<file path="config.mk">
export PLATFORM = sky130hd
export DESIGN_NAME = instr_sequencer
export DESIGN_NICKNAME = d
export VERILOG_FILES = /design/src/rtl/instr_sequencer_pkg.sv /design/src/rtl/instr_sequencer_pc_next.sv /design/src/rtl/instr_sequencer.sv
export SDC_FILE = /design/constraint.sdc
export NUM_CORES = 1
export LEC_CHECK = 0
export CAP_MARGIN = 30
export CORE_MARGIN = 5
export CORE_UTILIZATION = 53
export CTS_CLUSTER_DIAMETER = 120
export DETAILED_ROUTE_END_ITERATION = 7
export PLACE_DENSITY = 0.85
export SLEW_MARGIN = 20
export SYNTH_ARGS = -nofsm -noshare
export SYNTH_HDL_FRONTEND = slang
export SYNTH_SLANG_ARGS = --single-unit
export TNS_END_PERCENT = 50
</file>
<file path="constraint.sdc">
create_clock -name clk -period 4.5 [get_ports clk]
set_clock_uncertainty 0.15 [all_clocks]
set_input_delay 0.9 -clock clk [delete_from_list [all_inputs] [get_ports clk]]
set_output_delay 0.9 -clock clk [all_outputs]
set_load 0.01 [all_outputs]
</file>
<file path="src/rtl/instr_sequencer_pkg.sv">
// Shared definitions for the instruction sequencer.
//  - default PC / instruction widths
//  - 4-bit opcode constants (NOP=0 ... BRNZ=F)
//  - sequencer state encoding
//  - registered control-decoder bundle
package instr_sequencer_pkg;

    localparam int PC_W_DEFAULT    = 12;
    localparam int INSTR_W_DEFAULT = 16;

    typedef enum logic [3:0] {
        OP_NOP   = 4'h0,
        OP_ADD   = 4'h1,
        OP_SUB   = 4'h2,
        OP_AND   = 4'h3,
        OP_OR    = 4'h4,
        OP_CMP   = 4'h5,
        OP_XOR   = 4'h6,
        OP_MOV   = 4'h7,
        OP_LOAD  = 4'h8,
        OP_STORE = 4'h9,
        OP_JMP   = 4'hA,
        OP_JZ    = 4'hB,
        OP_JN    = 4'hC,
        OP_JP    = 4'hD,
        OP_BRZ   = 4'hE,
        OP_BRNZ  = 4'hF
    } opcode_e;

    typedef enum logic [2:0] {
        ST_FETCH  = 3'd0,
        ST_DECODE = 3'd1,
        ST_EXEC   = 3'd2,
        ST_MEM    = 3'd3,
        ST_WB     = 3'd4
    } state_e;

    // Decoder outputs captured at the end of DECODE.
    typedef struct packed {
        logic branch;
        logic jump;
        logic compare;
        logic mem_read;
        logic mem_write;
        logic reg_load;
    } ctl_t;

endpackage

</file>
<file path="src/rtl/instr_sequencer_pc_next.sv">
// pc_next: combinational next-PC / condition unit.
// Ports:
//  pc       in   PC_W  current PC
//  opcode   in   4     opcode of the instruction in flight (selects the condition)
//  field    in   12    target / offset field instr[11:0]
//  branch   in   1     registered decoder branch
//  jump     in   1     registered decoder jump
//  compare  in   1     registered decoder compare (with jump: conditional jump)
//  flag_z   in   1     latched zero flag
//  flag_n   in   1     latched negative flag
//  next_pc  out  PC_W  PC of the next instruction (mod 2^PC_W)
module pc_next
    import instr_sequencer_pkg::*;
#(
    parameter int PC_W = PC_W_DEFAULT
) (
    input  logic [PC_W-1:0] pc,
    input  logic [3:0]      opcode,
    input  logic [11:0]     field,
    input  logic            branch,
    input  logic            jump,
    input  logic            compare,
    input  logic            flag_z,
    input  logic            flag_n,
    output logic [PC_W-1:0] next_pc
);

    logic taken;

    // NOTE: every variable written here gets a default first, so no path
    // through the block leaves it unassigned and no latch is inferred.
    always_comb begin
        taken   = 1'b0;
        next_pc = pc + PC_W'(1);
        if (jump) begin
            if (!compare) begin
                taken = 1'b1;
            end else begin
                case (opcode)
                    OP_JZ:   taken = flag_z;
                    OP_JN:   taken = flag_n;
                    OP_JP:   taken = !flag_z && !flag_n;
                    default: taken = 1'b0;
                endcase
            end
            // Absolute target: zero-extended (or truncated) to PC_W.
            if (taken) next_pc = PC_W'(field);
        end else if (branch) begin
            case (opcode)
                OP_BRZ:  taken = flag_z;
                OP_BRNZ: taken = !flag_z;
                default: taken = 1'b0;
            endcase
            // Relative offset: sign-extended, sum wraps mod 2^PC_W.
            if (taken) next_pc = pc + PC_W'($signed(field));
        end
    end

endmodule

</file>
<file path="src/rtl/instr_sequencer.sv">
// instr_sequencer: multi-cycle fetch/issue sequencer.
// Fetches from instruction memory, presents the opcode to the control decoder,
// sequences EXEC / MEM / WB, and owns the PC and the {Z,N} flags.
// Ports:
//  clk, rstN                       clock, async active-low reset
//  halt                            hold in FETCH without requesting
//  imemReq/imemAddr/imemAck/imemData  instruction fetch handshake
//  instr, opcode                   latched instruction and its opcode slice
//  branch..regLoad                 control decoder outputs (registered in DECODE)
//  aluZero, aluNeg                 ALU flags, sampled in EXEC for compare
//  execEn                          one-cycle execute strobe
//  dmemReq/dmemWe/dmemAck          data-memory handshake
//  regWe                           one-cycle register write strobe
//  pc                              current PC
module instr_sequencer
    import instr_sequencer_pkg::*;
#(
    parameter int              PC_W     = PC_W_DEFAULT,
    parameter int              INSTR_W  = INSTR_W_DEFAULT,
    parameter logic [PC_W-1:0] RESET_PC = '0
) (
    input  logic               clk,
    input  logic               rstN,
    input  logic               halt,
    output logic               imemReq,
    output logic [PC_W-1:0]    imemAddr,
    input  logic               imemAck,
    input  logic [INSTR_W-1:0] imemData,
    output logic [INSTR_W-1:0] instr,
    output logic [3:0]         opcode,
    input  logic               branch,
    input  logic               jump,
    input  logic               compare,
    input  logic               memRead,
    input  logic               memWrite,
    input  logic               regLoad,
    input  logic               aluZero,
    input  logic               aluNeg,
    output logic               execEn,
    output logic               dmemReq,
    output logic               dmemWe,
    input  logic               dmemAck,
    output logic               regWe,
    output logic [PC_W-1:0]    pc
);

    state_e          state, state_next;
    ctl_t            ctl;
    logic            flag_z, flag_n;
    logic [PC_W-1:0] pc_nxt;
    logic            imem_req_d, exec_en_d, dmem_req_d, dmem_we_d, reg_we_d;
    logic            fetch_done;

    assign imemAddr = pc;
    assign opcode   = instr[INSTR_W-1 -: 4];

    // An ack only counts while our own registered request is up, so acks
    // during/just after reset or outside FETCH are ignored. A request that is
    // already up when halt rises may still complete on that cycle.
    assign fetch_done = (state == ST_FETCH) && imemReq && imemAck;

    // ctl, pc, instr and flags are all stable from EXEC through WB, so the
    // next PC can be taken straight from this unit when WB commits it.
    pc_next #(.PC_W(PC_W)) u_pc_next (
        .pc      (pc),
        .opcode  (opcode),
        .field   (instr[11:0]),
        .branch  (ctl.branch),
        .jump    (ctl.jump),
        .compare (ctl.compare),
        .flag_z  (flag_z),
        .flag_n  (flag_n),
        .next_pc (pc_nxt)
    );

    // Next state plus the next value of every registered strobe; strobes are
    // registered so that no ack reaches a request combinationally.
    always_comb begin
        state_next = state;
        imem_req_d = 1'b0;
        exec_en_d  = 1'b0;
        dmem_req_d = 1'b0;
        dmem_we_d  = 1'b0;
        reg_we_d   = 1'b0;
        case (state)
            ST_FETCH: begin
                if (fetch_done) state_next = ST_DECODE;
                else            imem_req_d = !halt;
            end
            ST_DECODE: begin
                state_next = ST_EXEC;
                exec_en_d  = 1'b1;
            end
            ST_EXEC: begin
                if (ctl.mem_read || ctl.mem_write) begin
                    state_next = ST_MEM;
                    dmem_req_d = 1'b1;
                    dmem_we_d  = ctl.mem_write;
                end else begin
                    state_next = ST_WB;
                    reg_we_d   = ctl.reg_load;
                end
            end
            ST_MEM: begin
                if (dmemAck) begin
                    state_next = ST_WB;
                    reg_we_d   = ctl.reg_load;
                end else begin
                    dmem_req_d = 1'b1;
                    dmem_we_d  = ctl.mem_write;
                end
            end
            ST_WB: begin
                state_next = ST_FETCH;
                imem_req_d = !halt;
            end
            default: state_next = ST_FETCH;
        endcase
    end

    // NOTE: sequential state uses non-blocking assignments so every register
    // samples pre-edge values regardless of block evaluation order.
    always_ff @(posedge clk or negedge rstN) begin
        if (!rstN) begin
            state   <= ST_FETCH;
            imemReq <= 1'b0;
            execEn  <= 1'b0;
            dmemReq <= 1'b0;
            dmemWe  <= 1'b0;
            regWe   <= 1'b0;
        end else begin
            state   <= state_next;
            imemReq <= imem_req_d;
            execEn  <= exec_en_d;
            dmemReq <= dmem_req_d;
            dmemWe  <= dmem_we_d;
            regWe   <= reg_we_d;
        end
    end

    always_ff @(posedge clk or negedge rstN) begin
        if (!rstN) begin
            pc     <= RESET_PC;
            instr  <= '0;
            ctl    <= '0;
            flag_z <= 1'b0;
            flag_n <= 1'b0;
        end else begin
            case (state)
                ST_FETCH:  if (fetch_done) instr <= imemData;
                ST_DECODE: ctl <= {branch, jump, compare, memRead, memWrite, regLoad};
                ST_EXEC: begin
                    // Only a plain compare (op 5) updates the flags.
                    if (ctl.compare && !ctl.jump) begin
                        flag_z <= aluZero;
                        flag_n <= aluNeg;
                    end
                end
                ST_WB:     pc <= pc_nxt;
                default:   ;
            endcase
        end
    end

endmodule

</file>
==> results of run 1 <==
final timing paths:
| kind | depth (start not counted) | end | start |
|---|---|---|---|
| worst max register to register | 10 | imemAddr[8] | imemAddr[0] |
| worst max-delay path | 10 | imemAddr[8] | imemAddr[0] |
| worst min-delay path | 1 | regWe | ctl[0] |
| worst min register to register | 1 | regWe | ctl[0] |
| max in group asynchronous | 1 | imemReq | rstN |
| min in group asynchronous | 1 | instr[14] | rstN |
kinds of logic after synthesis:
| kind of cell | after synthesis | synth area share, % |
|---|---|---|
| AO/OA/AOI/OAI | 77 | 17.9 |
| XOR/XNOR | 12 | 3.62 |
| adder cells (fa/ha/maj) | 13 | 5.86 |
| buffers and inverters | 39 | 7.76 |
| flip-flops | 44 | 37.9 |
| multiplexers | 25 | 9.61 |
| AND/OR/NAND/NOR | 99 | 17.3 |
critical path: cells and delay by family, from the launching register on:
kind	cells	cell delay, ns
compound gates	5	0.99
fa+ha+maj	2	0.61
flops	1	0.49
simple gates	2	0.35
buf+inv	1	0.06
report_power, final:
part           internal (W)  switching [W]  total [W]  leakage [nW]
clock network      0.000164       0.000135   0.000299        0.0541
logic              0.000856       0.000748    0.00160         0.913
registers          0.000576       0.000280   0.000856         0.530
sequential cells by signal (all words and copies together), names as in the netlist:
register and cells:
ctl 6, execEn 1, regWe 1, flag_n 1, flag_z 1, imemAddr 12
instr 16, dmemWe 1, imemReq 1, dmemReq 1, state 3
synthesized netlist by cell type (all sizes together), types with 3 or more instances:
library cell / count
and3: 4
a311oi: 3
nand2b: 5
a211oi: 8
nor4: 4
o211ai: 6
nand2: 21
ha: 12
a21oi: 14
o21ai: 18
nor3: 9
inv: 10
nand3: 9
clkbuf: 7
xnor2: 6
xor2: 6
a22o: 3
o22ai: 4
nand4: 4
dfrtp: 44
mux2: 23
or2: 3
buf: 22
nor2: 26
routing by layer:
metal | vias up | track usage [%] | part of all wire, %
met3 | 9 | 4.54 | 6.8
met1 | 1267 | 25.5 | 42
li1 | 1225 | - | -
met5 | - | 0 | 0
met2 | 88 | 36.2 | 50
met4 | 0 | 4.53 | 1.0
stage by stage:
step	worst slack, ns	utilization [%]
finish	1.77	68.4
global route	1.52	68.4
CTS	1.80	68.1
detailed placement	1.57	66.1
global placement	1.64	66.1
floorplan	2.08	-
layout by cell type, fill, tap and decap left out, drive strengths merged, types with 5 or more instances in the layout:
cell type / n
clkbuf: 5
nand3: 9
o21ai: 18
clkdlybuf4s50: 76
xnor2: 6
nor2: 26
nand2: 21
ha: 12
nor3: 9
a211oi: 8
xor2: 6
a21oi: 14
o211ai: 6
inv: 10
dfrtp: 44
mux2: 23
nand2b: 5
cell type report:
class	instances	area, sq um
Fill cell	451	1710
Multi-Input combinational cell	226	1580
Sequential cell	44	1100
Timing Repair Buffer	78	783
Tap cell	72	90.1
Clock buffer	5	68.8
Clock inverter	3	42.5
Inverter	10	37.5
==> flow_summary.json, run 1 <==
{
  "die_h_microns": 84.0,
  "hold_violations": 0,
  "die-width_microns": 84.0,
  "fin_crit_sh_pct": 60.7,
  "drt-vias-per-instance": 5.91,
  "row_count": 27,
  "period_needed_ns": 2.73,
  "slew_headroom_pct": 41.8,
  "dr_total_vias": 2589,
  "cts.sinks": 44,
  "cp_data_required_time_ns": 4.55,
  "grt_use_total_pct": 20.5,
  "cts_root_buffer": "clkbuf_8",
  "initial_core_util_pct": 53.7,
  "rsz0062_at_grt": "false",
  "critPathMaxFanout": 9,
  "critPathArrivalTime_ns": 2.78,
  "vdd_drop_max_mv": 0.414,
  "synth_edf_count": 0,
  "grt_pass1_wl_microns": 12100,
  "hp-class": "reg -> reg",
  "finalPower_w": 0.00276,
  "ys_seq_elements": 44,
  "clk_path_buf_depth": 2,
  "grt_max_degree": 45,
  "grt_overflow": 0,
  "drtIter0Drc": 211,
  "ios": 78,
  "synth.largest_area_cell": "dfrtp_1",
  "port_buffers": 77,
  "fin_nets": 407,
  "wl_per_cell_microns": 15.9,
  "cts_tree": "done",
  "synth_top_area_share_pct": 37.9,
  "ys_async_sr_fraction_pct": 100,
  "ys_warn_count": 0,
  "syn_inst": 309,
  "synth.distinct_cells": 55,
  "synth_area_sq_um": 2900,
  "clk_pin_slew_worst_paths_ns": 0.08,
  "p_per_area_nw_per_um2": 746,
  "cts.repair.resized": 0,
  "synthTopCellsByArea": "dfrtp_1 (38%), mux2_2 (8.9%), ha_1 (5.2%)",
  "crit_path_start_kind": "register",
  "postPlaceCellArea_sq_um": 3570,
  "p_leak_nw": 1.50,
  "end_kind": "register",
  "area_delta_synth_final_pct": 27.5,
  "place.gp.congestion": 0.885,
  "slew_viol_final": 0,
  "cp_common_cell": "a21oi_1",
  "ant_nets": 0,
  "crit_chain": "ha_1 -> inv_1 -> fa_1 -> nand2b_1 -> a21oi_1 -> o211ai_1 -> a21boi_0 -> or3_1 -> a21oi_1 -> o31ai_1",
  "ctsHoldBuffers": 0,
  "core_sq_um": 5410,
  "reg2reg_setup_slack_ns": 1.77,
  "critPathMaxStageDelay_ns": 0.49,
  "status": "finished, final reports clean",
  "grt_pass1_vias": 2614,
  "clk_latency_ns": 0.29,
  "place_inst": 429,
  "fmax_mhz": 366,
  "hold_ws_ns": 0.341,
  "route.detailed.drc": 0,
  "finalSetupViolCount": 0,
  "worst_slew_pin_slew_ns": 0.873,
  "finalNonFillerCells": 438,
  "path_class": "reg -> reg",
  "cts_buffers": 5,
  "maxCapViolations": 0,
  "seq_area_frac_synth_pct": 37.9,
  "htree_num_levels": 2,
  "post-dp-hpwl_microns": 5070,
  "ys.flop_type": "dfrtp_1",
  "syn_avg_cell_area_sq_um": 9.39,
  "antenna_found_initial": 0,
  "tns_ns": 0,
  "final_area_sq_um": 3700,
  "cpMaxStageDelayCell": "dfrtp_1",
  "finalWirelength_microns": 6980,
  "antenna_cells": 0,
  "drtPass1Iterations": 4,
  "die-area_sq_um": 7060,
  "syn_nets": 351,
  "drive_gt1_share_pct": 10.4,
  "post_cts_buffers": 0
}
(Power assumes the default switching activity.)
==> run 2, diff against run 1 <==
--- a/config.mk
+++ b/config.mk
@@ -7,10 +7,10 @@
 export LEC_CHECK = 0
 export CAP_MARGIN = 30
 export CORE_MARGIN = 5
-export CORE_UTILIZATION = 53
+export CORE_UTILIZATION = 49
 export CTS_CLUSTER_DIAMETER = 120
 export DETAILED_ROUTE_END_ITERATION = 7
-export PLACE_DENSITY = 0.85
+export PLACE_DENSITY = 0.8
 export SLEW_MARGIN = 20
 export SYNTH_ARGS = -nofsm -noshare
 export SYNTH_HDL_FRONTEND = slang
==> constraint.sdc (replaced) <==
create_clock -name clk -period 2.6 [get_ports clk]
set_clock_uncertainty 0.15 [all_clocks]
set_input_delay 0.52 -clock clk [delete_from_list [all_inputs] [get_ports clk]]
set_output_delay 0.52 -clock clk [all_outputs]
set_load 0.01 [all_outputs]
==> run 2 against run 1 <==
Effect of this change:
- die area is 7.2% higher
- via count is 3.9% higher
- utilization is 3.3 points lower
- hold slack worse by 0.0036 ns
- critical path depth is 1 lower
- largest cell class unchanged
- critical path type unchanged
- register-to-register slack worse by 1.6 ns
- global-route usage hardly changed
==> flow_summary.json, run 2 (synthesis gave the netlist of run 1 again) <==
{
  "status": "finished, final reports clean",
  "hp-class": "reg -> reg",
  "final_cell_mix": "clkdlybuf4s50_1 (76), dfrtp_1 (44), nor2_1 (25), mux2_2 (23), nand2_1 (21)",
  "use_met2_pct": 34.2,
  "finalSetupViolCount": 0,
  "path_class": "reg -> reg",
  "cts_buffers": 5,
  "multi_input_area_sq_um": 1590,
  "post-dp-hpwl_microns": 5530,
  "place_ws_ns": 0.0647,
  "slew_headroom_pct": 54.6,
  "hold_violations": 0,
  "clk_pin_slew_worst_paths_ns": 0.09,
  "area_delta_synth_final_pct": 31.2,
  "grt_max_degree": 25,
  "p_leak_nw": 1.57,
  "end_kind": "register",
  "period_needed_ns": 2.42,
  "drtIter0Drc": 181,
  "slew_viol_final": 0,
  "worst_slew_pin_slew_ns": 0.678,
  "tns_ns": 0,
  "cts_tree": "done",
  "ant_nets": 0,
  "grt_overflow": 0,
  "p_per_area_nw_per_um2": 1300,
  "row_count": 28,
  "maxCapViolations": 0,
  "critPathMaxFanout": 7,
  "clk_path_buf_depth": 2,
  "grt_pass1_vias": 2692,
  "wl_per_cell_microns": 16.7,
  "cp_data_required_time_ns": 2.66,
  "largest_register": "instr",
  "rsz0062_at_grt": "false",
  "die-width_microns": 87.0,
  "grt_pass1_wl_microns": 12400,
  "drtPass1Iterations": 5,
  "layout_setup_ws_ns": 0.180,
  "die_h_microns": 87.0,
  "fin_nets": 419,
  "fmax_mhz": 413,
  "clk_latency_ns": 0.30,
  "largest_reg_flops": 16,
  "die-area_sq_um": 7560,
  "cts.sinks": 44,
  "grt_use_total_pct": 20.5,
  "finalPower_w": 0.00496,
  "place.gp.congestion": 0.935,
  "antenna_cells": 0,
  "initial_core_util_pct": 49.6,
  "crit_path_start_kind": "register",
  "htree_num_levels": 2,
  "drt-vias-per-instance": 5.94,
  "critPathArrivalTime_ns": 2.48,
  "drive_gt1_share_pct": 13.8,
  "finalWirelength_microns": 7560,
  "fin_crit_sh_pct": 93.1,
  "dr_total_vias": 2689,
  "top_usage_layer": "met2",
  "regArea_sq_um": 1100,
  "route.detailed.drc": 0,
  "ios": 78,
  "core_sq_um": 5850,
  "fillCellCount": 476,
  "met3_usage_pct": 6.05,
  "use_met1_pct": 25.0,
  "cts_root_buffer": "clkbuf_8",
  "final_util_pct": 65.1,
  "port_buffers": 77,
  "antenna_found_initial": 0,
  "vdd_drop_max_mv": 0.613,
  "final_common_cell": "clkdlybuf4s50_1"
}
==> run 2: worst paths after layout <==
check | start | endpoint | slack [ns] | cells after the start
hold reg to reg | ctl[0] | regWe | 0.34 | 1
setup / recovery | imemAddr[1] | imemAddr[8] | 0.18 | 9
setup reg to reg | imemAddr[1] | imemAddr[8] | 0.18 | 9
max in group asynchronous | rstN | instr[15] | 1.35 | 3
hold / removal | ctl[0] | regWe | 0.34 | 1
min in group asynchronous | rstN | instr[14] | 0.42 | 2
==> run 2: layer usage <==
| layer | share of wire, % | vias to the layer above |
|---|---|---|
| met1 | 41 | 1292 |
| met4 | 2.2 | 0 |
| met2 | 48 | 122 |
| li1 | - | 1254 |
| met3 | 9.2 | 21 |
| met5 | 0 | - |
==> run 2: worst max-delay path, cell delays in order, from the launching register on <==
cell      delay [ns]
dfrtp_1         0.48
inv_1           0.12
fa_1            0.48
nand2b_4        0.18
a21oi_2         0.21
o211ai_1        0.10
a21boi_1        0.17
or3_1           0.13
a21oi_1         0.06
o31ai_1         0.25
==> run 2: timing repair <==
item | 4_1_cts | 5_1_grt
resized for setup | 0 | 4
hold endpoints to repair | 6 | 0
hold buffers | 1 | 0
setup endpoints to repair | 0 | 3
setup buffers | 0 | 3
==> run 2: metrics by stage <==
stage	hold WS [ns]	cell area, sq um	std cells
finish	0.338	3810	453
floorplan	0.0744	2900	309
global route	0.381	3810	453
detailed placement	0.213	3640	441
CTS	0.343	3770	450
global placement	0.215	3640	441
==> run 2: power breakdown <==
group / internal [W] / switching [W]
combinational: 0.00156 / 0.00141
sequential: 0.000998 / 0.000426
clock: 0.000314 / 0.000251
==> run 2: final cells by class <==
type                            count  area share (%)
Clock inverter                      2            1.02
Tap cell                           75            2.46
Clock buffer                        6            2.17
Timing Repair Buffer               90            22.7
Sequential cell                    44            28.9
Inverter                           10           0.985
Multi-Input combinational cell    226            41.7
==> run 3, diff against run 2 <==
--- a/config.mk
+++ b/config.mk
@@ -15,4 +15,4 @@
 export SYNTH_ARGS = -nofsm -noshare
 export SYNTH_HDL_FRONTEND = slang
 export SYNTH_SLANG_ARGS = --single-unit
-export TNS_END_PERCENT = 50
+export TNS_END_PERCENT = 5
==> results of run 3 <==
Final layout, timing and power as in run 2 (identical DEF).
==> variant 1, RTL diff (settings of run 3) <==
The package constant `INSTR_W_DEFAULT` goes from 16 to 18.
--- a/src/rtl/instr_sequencer_pkg.sv
+++ b/src/rtl/instr_sequencer_pkg.sv
@@ -6,7 +6,7 @@
 package instr_sequencer_pkg;
 
     localparam int PC_W_DEFAULT    = 12;
-    localparam int INSTR_W_DEFAULT = 16;
+    localparam int INSTR_W_DEFAULT = 18;
 
     typedef enum logic [3:0] {
         OP_NOP   = 4'h0,
Interface: changed (resized imemData and instr); port bits go from 78 to 82. No check against the original RTL was run, so the function may have changed too.
==> variant 1 against run 3 <==
Sequential power rose by 5%. Worst setup slack lost 0.019 ns. Sequential cell count grew 2. Non-clock buffer count up 3. Design area up 3.7%. Count of clock-buffer cells in the layout fell by 1. Critical path depth unchanged. Total power increased by 3.0%. Area after synthesis grew 2.8%. Clock power is essentially flat. Routed wire length rose by 9.4%. Combinational power grew 3%. Cell count grew 0.22%.
==> variant 1: results (changes against run 3) <==
Logic synthesis
  • Largest family of logic cells by synthesized area: simple AND/OR/NAND/NOR gates
  • XOR/XNOR Fraction of Synth Area: 4.11% (+0.49 points)
  • Top cells by area, synth: dfrtp_1, mux2_2, ha_1, buf_4, nor2_1
  • Distinct cells, synth: 60 (+9.1%)
  • Synth Area in Compound Gates: 16.0% (-1.9 points)
  • Post-synth top cells: dfrtp_1, nor2_1, nand2_1, mux2_2, buf_4
  • Synthesized Nets: 348 (-0.85%)
  • Adder-cell area share of the yosys netlist: 5.70% (-0.16 points)
  • Multiplexer share of the synthesized area: 11.1% (+1.5 points)
  • Sequential-to-total area share from yosys stat: 38.6% (+0.63 points)

Power
  • Power Sequential: 1.49 mW (+5%)
  • Clock network fraction of design power: 11.1% (-0.3 points)
  • LEAKAGE: 1.65 nW (+5.3%)
  • Max VDD drop: 0.590 mV (-3.7%)
  • Sw Pwr: 2.16 mW (+3.7%)

Global routing
  • Largest net degree at the start of global routing: 26 (+4.0%)
  • Gr usage total: 21.7% (+1.3 points)
  • Vias in the first global route: 2706 (+0.52%)
  • First-pass GRT wire length: 13.2 mm (+6.6%)

Setup path
  • Launch point of the worst path: instr[0]
  • Crit path arrival time: 2.53 ns (+0.05 ns)
  • Largest fanout on the critical path: 4 (-3)
  • Worst R2R Path Depth: 9 (unchanged)
  • Critical Path Max Stage Delay: 0.40 ns (-0.08 ns)
  • Critical path's top delay family: compound AO/OA/AOI/OAI gates

Status
  • Status: finished, final reports clean

Finish
  • Fraction of layout cells with a size suffix above 1: 14.2% (+0.49 points)
  • Sequential cell count: 46 (+4.5%)
  • Most flops, register: instr
  • Final Net Count: 422 (+0.72%)
  • Multi-Input Combinational: 225 (-0.44%)
  • Filler Cell Count: 485 (+1.9%)
  • Non-clock buffering overhead: 23.0% (+0.26 points)
  • Reg area: 0.00115 mm2 (+4.7%)
  • Largest register FFs: 18 (+2)
  • Multi-input combinational area share: 42.0% (+0.23 points)
  • Non-clk bufs: 93 (+3.3%)
  • Clock-cell share: 2.85% (-0.34 points)
  • Invs w/o clock: 7 (-3)

Placement
  • Port buffer count: 81 (+5.2%)
  • DP HPWL: 6.34 mm (+15%)
  • GP Congestion: 0.943 (+0.84%)
  • Pre-CTS WS: 0.155 ns (+0.0900 ns)

STA
  • Fin worst setup slack: 0.161 ns (-0.0190 ns)
  • Worst Tran Pin Value: 0.729 ns (+0.0512 ns)

Worst hold path
  • Tightest Hold Check Type: in -> async

CTS
  • CTS Buffer Depth: 2 (unchanged)

Route
  • DR vias/cell: 5.82 (-1.9%)
  • Drt first pass iters: 4 (-1)
  • Final WL: 8.27 mm (+9.4%)
  • 1st-iter DRT viols: 200 (+10%)
[variant 1: metrics by stage]
step	cell area, um2	instances	total power [mW]	hold WS, ns
finish	3950	454	5.11	0.0335
global route	3950	454	5.47	0.0694
CTS	3940	454	5.09	0.0439
detailed placement	3830	446	4.51	0.333
global placement	3830	446	4.42	0.315
floorplan	2990	304	3.28	0.0744
[variant 1: path summary, 6_finish.rpt]
path	endpoint
setup / recovery	imemAddr[6]
min in group clk	regWe
max in group asynchronous	ctl[3]
hold reg to reg	regWe
setup reg to reg	imemAddr[6]
hold / removal	instr[4]
[variant 1: metal layers]
metal | global-route usage, % | up-vias | routed length (um)
met4 | 5.91 | 0 | 94
met2 | 37.7 | 110 | 4140
met1 | 27.8 | 1276 | 3430
met5 | 0 | - | 0
met3 | 4.14 | 11 | 614
li1 | - | 1247 | -
==> variant 2, RTL diff (flow settings as in run 3) <==
Without the edit above. The 5 states of `state_e` get a one-hot encoding in 5 bits.
--- a/src/rtl/instr_sequencer_pkg.sv
+++ b/src/rtl/instr_sequencer_pkg.sv
@@ -27,12 +27,12 @@
         OP_BRNZ  = 4'hF
     } opcode_e;
 
-    typedef enum logic [2:0] {
-        ST_FETCH  = 3'd0,
-        ST_DECODE = 3'd1,
-        ST_EXEC   = 3'd2,
-        ST_MEM    = 3'd3,
-        ST_WB     = 3'd4
+    typedef enum logic [4:0] {
+        ST_FETCH  = 5'b00001,
+        ST_DECODE = 5'b00010,
+        ST_EXEC   = 5'b00100,
+        ST_MEM    = 5'b01000,
+        ST_WB     = 5'b10000
     } state_e;
 
     // Decoder outputs captured at the end of DECODE.
Check against the original RTL: same outputs for any inputs over 10 cycles, from zero or initial values and one cycle with rstN low; not proved beyond that.
==> variant 2 against run 3 <==
First-iteration DRC count increased by 3.3%. Total power fell by 22%. Non-clock buffer count up 5. Area after synthesis grew 4.3%. Sequential cell count grew 2. Design area increased by 4.6%. Routed wire length rose by 8.7%. Worst setup slack better by 0.011 ns. Critical path type unchanged. Critical endpoint is now imemAddr[11]. Highest routed layer unchanged.
==> variant 2: results (changes against run 3) <==
Status
  • Status: finished, final reports clean

Placement
  • Placed cells: 458 (+3.9%)
  • GP Congestion: 0.890 (-4.8%)
  • Cell Area, Placed: 0.00388 mm2 (+6.5%)
  • DP HPWL: 6.38 mm (+15%)

Logic synthesis
  • Top cells by area, synth: dfrtp_1, mux2_2, ha_1, buf_4, o21ai_0
  • Adder-cell area share of the yosys netlist: 5.62% (-0.24 points)
  • Post-synth top cells: dfrtp_1, nand2_1, mux2_2, o21ai_0, nor2_1
  • XOR/XNOR Fraction of Synth Area: 3.76% (+0.14 points)
  • Synthesized flop and latch total: 46 (+4.5%)
  • Synthesized instance count: 311 (+0.65%)
  • Synthesized Nets: 353 (+0.57%)
  • Syn Area/Cell: 9.74 um2 (+3.6%)
  • Distinct cells, synth: 61 (+11%)
  • Multiplexer share of the synthesized area: 10.4% (+0.76 points)

Finish
  • Non-clock buffering overhead: 22.9% (+0.20 points)
  • Non-Filler Instances: 466 (+2.9%)
  • Clock-cell share: 2.64% (-0.55 points)
  • Reg area: 0.00115 mm2 (+4.7%)
  • Final Net Count: 432 (+3.1%)
  • Fraction of layout cells with a size suffix above 1: 16.1% (+2.4 points)
  • Clock buffer count: 7 (+1)
  • Final core utilization: 66.9% (+1.8 points)

Global routing
  • First-pass GRT wire length: 14.0 mm (+13%)
  • Gr usage total: 23.1% (+2.6 points)
  • Vias in the first global route: 2761 (+2.6%)

Setup path
  • Reg-to-reg endpoint: imemAddr[11]
  • Largest fanout on the critical path: 9 (+2)
  • Worst R2R Path Depth: 8 (-1)
  • Crit path arrival time: 2.44 ns (-0.04 ns)

Power
  • Power share of the sequential group: 33.3% (+4.6 points)
  • Max VDD drop: 0.584 mV (-4.7%)
  • LEAKAGE: 1.67 nW (+6.3%)
  • Clock network fraction of design power: 12.7% (+1.3 points)
  • Sw Pwr: 1.57 mW (-25%)

Route
  • Mean routed wirelength per cell: 17.6 um (+5.7%)
  • DR vias/cell: 5.77 (-2.8%)
  • Drt first pass iters: 4 (-1)
  • 1st-iter DRT viols: 187 (+3.3%)

CTS
  • Post-CTS Setup Inserts: 0 (unchanged)
  • TritonCTS buffer count: 5 (unchanged)

STA
  • Worst slew margin: 65.4% (+11 points)
-- variant 2: cell count changes in the layout (fill, tap and decap cells not counted), moves of 3 or more --
| cell | change |
|---|---|
| o21ai_1 | -3 |
| nand2b_1 | -3 |
| o21a_1 | +4 |
| a31oi_1 | +3 |
| o21ai_0 | +6 |
| nor2_1 | -5 |
| nand2_1 | +3 |
| inv_1 | -3 |
| buf_4 | +5 |
| a311oi_1 | -3 |
| nand3_1 | +3 |
| o22ai_1 | -4 |
-- variant 2: per-layer routing --
metal,vias up,global-route usage [%],part of all wire (%)
li1,1310,-,-
met4,0,5.63,0.82
met1,1272,32.1,45
met3,8,4.28,6.6
met2,99,37.3,48
met5,-,0,0
-- variant 2: worst min path at each step --
stage	start	end	slack, ns
after floorplan	rstN	ctl[0]	0.07
after global routing	rstN	state[3]	0.08
final	rstN	ctl[4]	0.04
after detailed placement	ctl[0]	regWe	0.33
after global placement	ctl[0]	regWe	0.32
after CTS	rstN	ctl[4]	0.04
-- variant 2: critical path, stage by stage, from the launching register on --
cell,delay [ns]
dfrtp_1,0.49
ha_1,0.34
a211oi_1,0.07
buf_4,0.15
o21a_1,0.20
o21ai_0,0.30
nand4bb_1,0.18
nand3_1,0.09
o32a_1,0.33
-- variant 2: cell families after synthesis --
group / after synthesis
AO/OA/AOI/OAI: 85
AND/OR/NAND/NOR: 95
adder cells (fa/ha/maj): 13
flip-flops: 46
XOR/XNOR: 13
multiplexers: 28
buffers and inverters: 31
-- variant 2: metrics by stage --
step	setup WS (ns)	hold slack [ns]
after global placement	0.265	0.316
after global routing	0.0287	0.0824
final	0.191	0.0357
after floorplan	0.318	0.0744
after detailed placement	0.230	0.325
after CTS	0.197	0.0449
